### src/rtl/uart_encoder_if.sv
// Card-value bundle shared between the game logic and the UART framing stage.
// Ports: card_values[0:8] - nine 4-bit card values.
// Modport 'in' is the consumer view used by uart_encoder.
interface UART_if;
  logic [3:0] card_values [0:8];

  modport in (input card_values);
endinterface

### src/rtl/uart_encoder.sv
// Transmit framing for the inter-board game link: turns changed flag/card fields into UART bytes.
// Latency: input change sampled at edge N gives wr_uart in the cycle after N; writes spaced GAP_CYCLES+1 (min 2).
// Backpressure: tx_full is sampled only in IDLE; while it is high nothing is written and changes stay pending.
//
// Ports:
//   clk, rst (async, active-low)     clock and reset
//   deal, dealer_finished, start     local game flags (frame 0)
//   encoder_cards                    nine card values (frames 1..9)
//   tx_full                          UART TX FIFO full
//   wr_uart, write_data              one-cycle write strobe and byte {field, index}
//   busy                             frames pending or FSM not idle, as of the previous edge
module uart_encoder #(
  parameter int unsigned GAP_CYCLES     = 2,
  parameter int unsigned REFRESH_CYCLES = 50_000_000
) (
  input  logic       clk,
  input  logic       rst,
  input  logic       deal,
  input  logic       dealer_finished,
  input  logic       start,
  UART_if.in         encoder_cards,
  input  logic       tx_full,
  output logic       wr_uart,
  output logic [7:0] write_data,
  output logic       busy
);

  typedef enum logic [1:0] {IDLE, SEND, GAP} state_t;

  state_t      state;
  logic [3:0]  field  [0:9];   // current 4-bit payload of each frame
  logic [3:0]  shadow [0:9];   // payload last transmitted for each frame
  logic [9:0]  force_bits;
  logic [9:0]  dirty;
  logic [9:0]  pending;
  logic [9:0]  sel_oh;
  logic [3:0]  sel_idx;
  logic [3:0]  sel_field;
  logic [31:0] gap_cnt;
  logic [31:0] refresh_cnt;
  logic        refresh_wrap;

  // Frame 0 packs the flags so that {field, index} yields {0, start, deal, dealer_finished, 4'h0}.
  always_comb begin
    field[0] = {1'b0, start, deal, dealer_finished};
    for (int i = 1; i < 10; i++) begin
      field[i] = encoder_cards.card_values[i-1];
    end
  end

  always_comb begin
    dirty = '0;
    for (int i = 0; i < 10; i++) begin
      dirty[i] = (field[i] != shadow[i]);
    end
  end

  assign pending = dirty | force_bits;

  // Lowest pending index wins: scan downwards so the last hit is the lowest.
  always_comb begin
    sel_oh    = '0;
    sel_idx   = '0;
    sel_field = '0;
    for (int i = 9; i >= 0; i--) begin
      if (pending[i]) begin
        sel_oh    = 10'b1 << i;
        sel_idx   = 4'(i);
        sel_field = field[i];
      end
    end
  end

  assign refresh_wrap = (REFRESH_CYCLES != 0) && (refresh_cnt == REFRESH_CYCLES - 1);

  always_ff @(posedge clk or negedge rst) begin
    if (!rst) begin
      state       <= IDLE;
      wr_uart     <= 1'b0;
      write_data  <= 8'h00;
      busy        <= 1'b0;
      gap_cnt     <= '0;
      refresh_cnt <= '0;
      force_bits  <= '1;       // full resync burst after every reset
      for (int i = 0; i < 10; i++) begin
        shadow[i] <= 4'h0;
      end
    end else begin
      busy <= (state != IDLE) || (pending != '0);

      if (REFRESH_CYCLES != 0) begin
        refresh_cnt <= refresh_wrap ? 32'd0 : refresh_cnt + 32'd1;
      end

      case (state)
        IDLE: begin
          if ((pending != '0) && !tx_full) begin
            write_data <= {sel_field, sel_idx};
            wr_uart    <= 1'b1;
            for (int i = 0; i < 10; i++) begin
              if (sel_oh[i]) shadow[i] <= field[i];
            end
            force_bits <= force_bits & ~sel_oh;
            state      <= SEND;
          end
        end
        SEND: begin
          wr_uart <= 1'b0;
          // The IDLE decision cycle is itself the last gap cycle, so GAP
          // only covers GAP_CYCLES-1 cycles; 0 and 1 both skip it.
          if (GAP_CYCLES < 2) begin
            state <= IDLE;
          end else begin
            gap_cnt <= GAP_CYCLES - 1;
            state   <= GAP;
          end
        end
        GAP: begin
          if (gap_cnt <= 32'd1) begin
            gap_cnt <= '0;
            state   <= IDLE;
          end else begin
            gap_cnt <= gap_cnt - 32'd1;
          end
        end
        default: begin
          wr_uart <= 1'b0;
          state   <= IDLE;
        end
      endcase

      // Placed after the send so a coinciding wrap overrides the force-bit clear.
      if (refresh_wrap) force_bits <= '1;
    end
  end

endmodule

### src/flat_wrapper.sv
// flat-port wrapper written by rule: the top's interface ports become plain ports
module uart_encoder_flat 
#(
  parameter int unsigned GAP_CYCLES     = 2,
  parameter int unsigned REFRESH_CYCLES = 50_000_000
)
  (clk, rst, deal, dealer_finished, start, tx_full, wr_uart, write_data, busy, encoder_cards_card_values);
  UART_if encoder_cards_i ();
  input  logic clk;
  input  logic rst;
  input  logic deal;
  input  logic dealer_finished;
  input  logic start;
  input  logic tx_full;
  output logic wr_uart;
  output logic [7:0] write_data;
  output logic busy;
  input wire logic [$bits(encoder_cards_i.card_values)-1:0] encoder_cards_card_values;
  assign encoder_cards_i.card_values = {>>{encoder_cards_card_values}};
  uart_encoder #(.GAP_CYCLES(GAP_CYCLES), .REFRESH_CYCLES(REFRESH_CYCLES)) u_core (.clk(clk), .rst(rst), .deal(deal), .dealer_finished(dealer_finished), .start(start), .encoder_cards(encoder_cards_i), .tx_full(tx_full), .wr_uart(wr_uart), .write_data(write_data), .busy(busy));
endmodule
### config.mk
export PLATFORM = sky130hd
export DESIGN_NAME = uart_encoder_flat
export DESIGN_NICKNAME = d
export VERILOG_FILES = /design/src/rtl/uart_encoder_if.sv /design/src/rtl/uart_encoder.sv /design/src/flat_wrapper.sv
export SDC_FILE = /design/constraint.sdc
export NUM_CORES = 1
export LEC_CHECK = 0
export ABC_AREA = 1
export CORE_AREA = 2 2 114 116
export DETAILED_ROUTE_END_ITERATION = 6
export DIE_AREA = 0 0 116 118
export PLACE_DENSITY_LB_ADDON = 0.1
export SLEW_MARGIN = 20
export SYNTH_ARGS = -nofsm -noshare
export SYNTH_HDL_FRONTEND = slang
export SYNTH_SLANG_ARGS = --single-unit
### constraint.sdc
create_clock -name clk -period 2.4 [get_ports clk]
set_clock_uncertainty 0.1 [all_clocks]
set_input_delay 0.48 -clock clk [delete_from_list [all_inputs] [get_ports clk]]
set_output_delay 0.48 -clock clk [all_outputs]
set_load 0.05 [all_outputs]
==> run_results.csv <==
group,metric,value,unit
timing,tightestPinTransition,497,ps
setup_path,worst-path-buf-inv,1,
synthesis,synth-compound-area-share,8.43,%
clock_network,cts_tree,"yes",
routing,drt-total-wl,16700,um
power_and_ir_drop,fin_total_pwr,7.88,mW
clock_network,ctsRootBufferMaster,"clkbuf_16",
global_route,antenna_found_initial,0,
power_and_ir_drop,ir_drop,0.000770,V
timing,relSlewSlack,66.7,%
floorplan,die_h,118,um
clock_network,cts_made_buffers,17,
timing,setup_viol,0,
setup_path,path_cells,"clkdlybuf4s50_1",
floorplan,die_area,13700,um2
timing,fin_crit_sh,92.9,%
placement,gp_congestion,0.894,
synthesis,syn-num-nets,1017,
routing,firstDrtPassIters,5,
layout,final_nets,1168,
synthesis,syn_area,7290,um2
synthesis,yosys.area.top_type,"dfrtp_1",
run,max_cap_viol_count,0,
setup_path,end_kind,"primary output",
placement,io_buffers,51,
floorplan,io_pins,52,
layout,area_growth_syn_to_layout,28.2,%
clock_network,cts_sinks,125,
timing,rsz0062_at_grt,"false",
setup_path,required,1820,ps
run_status,status,"complete, no violations",
power_and_ir_drop,p_leak,4.71,nW
layout,diodes,0,
timing,final.setup.tns,0,ps
synthesis,syn_inst,969,
setup_path,path_delay_family,"buffers and inverters",
setup_path,slowest_stage,"clkdlybuf4s50_1",
timing,hold_viol,0,
synthesis,yosys.area.top_type_share,39.5,%
synthesis,synth_top_family_by_area,"simple AND/OR/NAND/NOR gates",
synthesis,synth_area_per_cell,7.52,um2
layout,drive_gt1_share,18.4,%
clock_network,clk_path_buf_depth,2,
setup_path,cpPeakStageDelay,830,ps
setup_path,cp.arrival,1650,ps
timing,max_freq,0.449,GHz
floorplan,core-area,12400,um2
worst_hold_path,holdCritPathClass,"reg -> reg",
timing,fin_crit,2230,ps
floorplan,rows,41,
clock_network,clk_pin_slew,60,ps
power_and_ir_drop,power_density,843,nW/um2
synthesis,yosysSeqAreaShare,43.1,%
setup_path,cp_max_fo,2,
clock_network,worstSkewPairLatency,420,ps
floorplan,die_x,116,um
synthesis,synthAdderAreaFrac,1.03,%
synthesis,ys_top_cells_by_area,"dfrtp_1, nand2_1, inv_1",
placement,dp_hpwl,12000,um
global_route,grt_use_total,26.3,%
global_route,grt_max_degree,34,
global_route,first_global_vias,6485,
synthesis,ys_ff_latch,125,
synthesis,synth_xor_area_share,4.31,%
routing,ant_nets,0,
timing,slew_viol_final,0,
setup_path,worst_setup_path_start_kind,"register",
synthesis,ys.warnings.count,0,
synthesis,synth_cell_type_count,48,
routing,wl_per_cell,12.8,um
clock_network,htreeDepth,4,
setup_path,criticalPathCategory,"reg -> out",
routing,drc,0,
global_route,grt_pass1_wl,28900,um
routing,drt-initial-drc-count,509,
routing,num_vias,6577,
floorplan,start_util,58.7,%
synthesis,synthMuxAreaShare,0,%
global_route,overflow,0,
synthesis,synth-simple-area-share,34.6,%
routing,viasPerCell,5.04,
## worst paths after layout
kind	from	endpoint	slack, ps	cells past startpoint
worst max-delay path	u_core.wr_uart$_DFFE_PN0P_	wr_uart	170	1
worst min-delay path	u_core.refresh_cnt[0]$_DFF_PN0_	u_core.refresh_cnt[0]$_DFF_PN0_	360	1
min in group asynchronous	rst	u_core.refresh_cnt[0]$_DFF_PN0_	430	2
worst max register to register	u_core.state[0]$_DFFE_PN0P_	u_core.gap_cnt[30]$_DFFE_PN0P_	180	11
worst min register to register	u_core.refresh_cnt[0]$_DFF_PN0_	u_core.refresh_cnt[0]$_DFF_PN0_	360	1
max in group asynchronous	rst	u_core.force_bits[9]$_DFFE_PN1P_	1100	3
## per-stage QoR
stage / cell area, um2 / util [%] / worst slack [ps] / hold WS (ps) / std cells
after detailed placement: 8630 / 69.5 / -279 / 340 / 1268
after floorplan: 7290 / - / 390 / 84.4 / 969
after CTS: 9260 / 74.6 / 3.49 / 365 / 1301
after global routing: 9340 / 75.3 / 5.71 / 377 / 1305
final: 9340 / 75.3 / 171 / 359 / 1305
after global placement: 8630 / 69.5 / -237 / 341 / 1268
## layer usage
metal	track usage, %	share of wire [%]	routed length, um
met1	35.4	46	7730
met2	42.5	48	7970
met3	5.72	4.3	713
met4	7.96	1.8	309
met5	0	0	0
## layout by cell type (no fill, tap or decap), drive strengths merged, types with 8 or more instances in the layout
cell	synthesis	routed
nor2	154	154
xnor2	13	13
nand3	45	46
buf	5	87
dfrtp	115	115
inv	152	154
nand2	261	261
nor3	28	28
o21ai	58	58
nand4	18	18
a21oi	41	41
nor4	8	8
clkbuf	2	20
xor2	22	22
clkdlybuf4s50	0	50
dfstp	10	10
## logic make-up (layout without fill, tap and decap cells)
kind of cell | Yosys count | after routing
AOI/OAI and AO/OA | 115 | 115
xor gates and xnor gates | 35 | 35
adders and majority gates | 6 | 6
buffers and inverters | 159 | 322
DFF | 125 | 125
and+or+nand+nor | 529 | 530
## state kept, by name, summed over array words and instances (netlist names)
name and count:
u_core.force_bits 10, u_core.write_data 8, u_core.refresh_cnt 32, u_core.wr_uart 1, u_core.busy 1, u_core.state 2
u_core.shadow 39, u_core.gap_cnt 32
## synth_stat cells (all sizes together)
master / instances
buf: 5
inv: 152
dfrtp: 115
nand2: 261
dfstp: 10
nor3b: 3
nor2: 154
nand4: 18
a21oi: 41
a211oi: 1
o211ai: 5
nor4: 8
or2: 7
a31oi: 1
nand3: 45
a221oi: 1
nor3: 28
xnor2: 13
o21a: 4
ha: 6
or3: 1
o21ai: 58
nand3b: 4
o22ai: 4
clkbuf: 2
xor2: 22
## where the power goes
| part | total [mW] | internal (mW) | switching [mW] |
|---|---|---|---|
| logic | 2.58 | 1.03 | 1.55 |
| clock network | 2.67 | 1.70 | 0.977 |
| registers | 2.62 | 2.40 | 0.219 |
| total | 7.88 | 5.13 | 2.75 |
## area by class of cell
class | instances | area [um2]
inverters | 152 | 578
fillers | 978 | 3070
clock inverters | 12 | 161
well taps | 172 | 215
flip-flops and latches | 125 | 3140
repair buffers | 138 | 1200
clock buffers | 20 | 457
multi-input cells | 686 | 3590
## timing repair
action | in CTS | in global routing
gates cloned | 0 | 1
pin swaps | 0 | 2
resized for setup | 1 | 12
endpoints found under the hold margin | 25 | 0
hold buffers | 1 | 0
setup buffers | 0 | 3
endpoints found under the setup margin | 1 | 11
No activity file was read; power rests on OpenSTA's default activity.
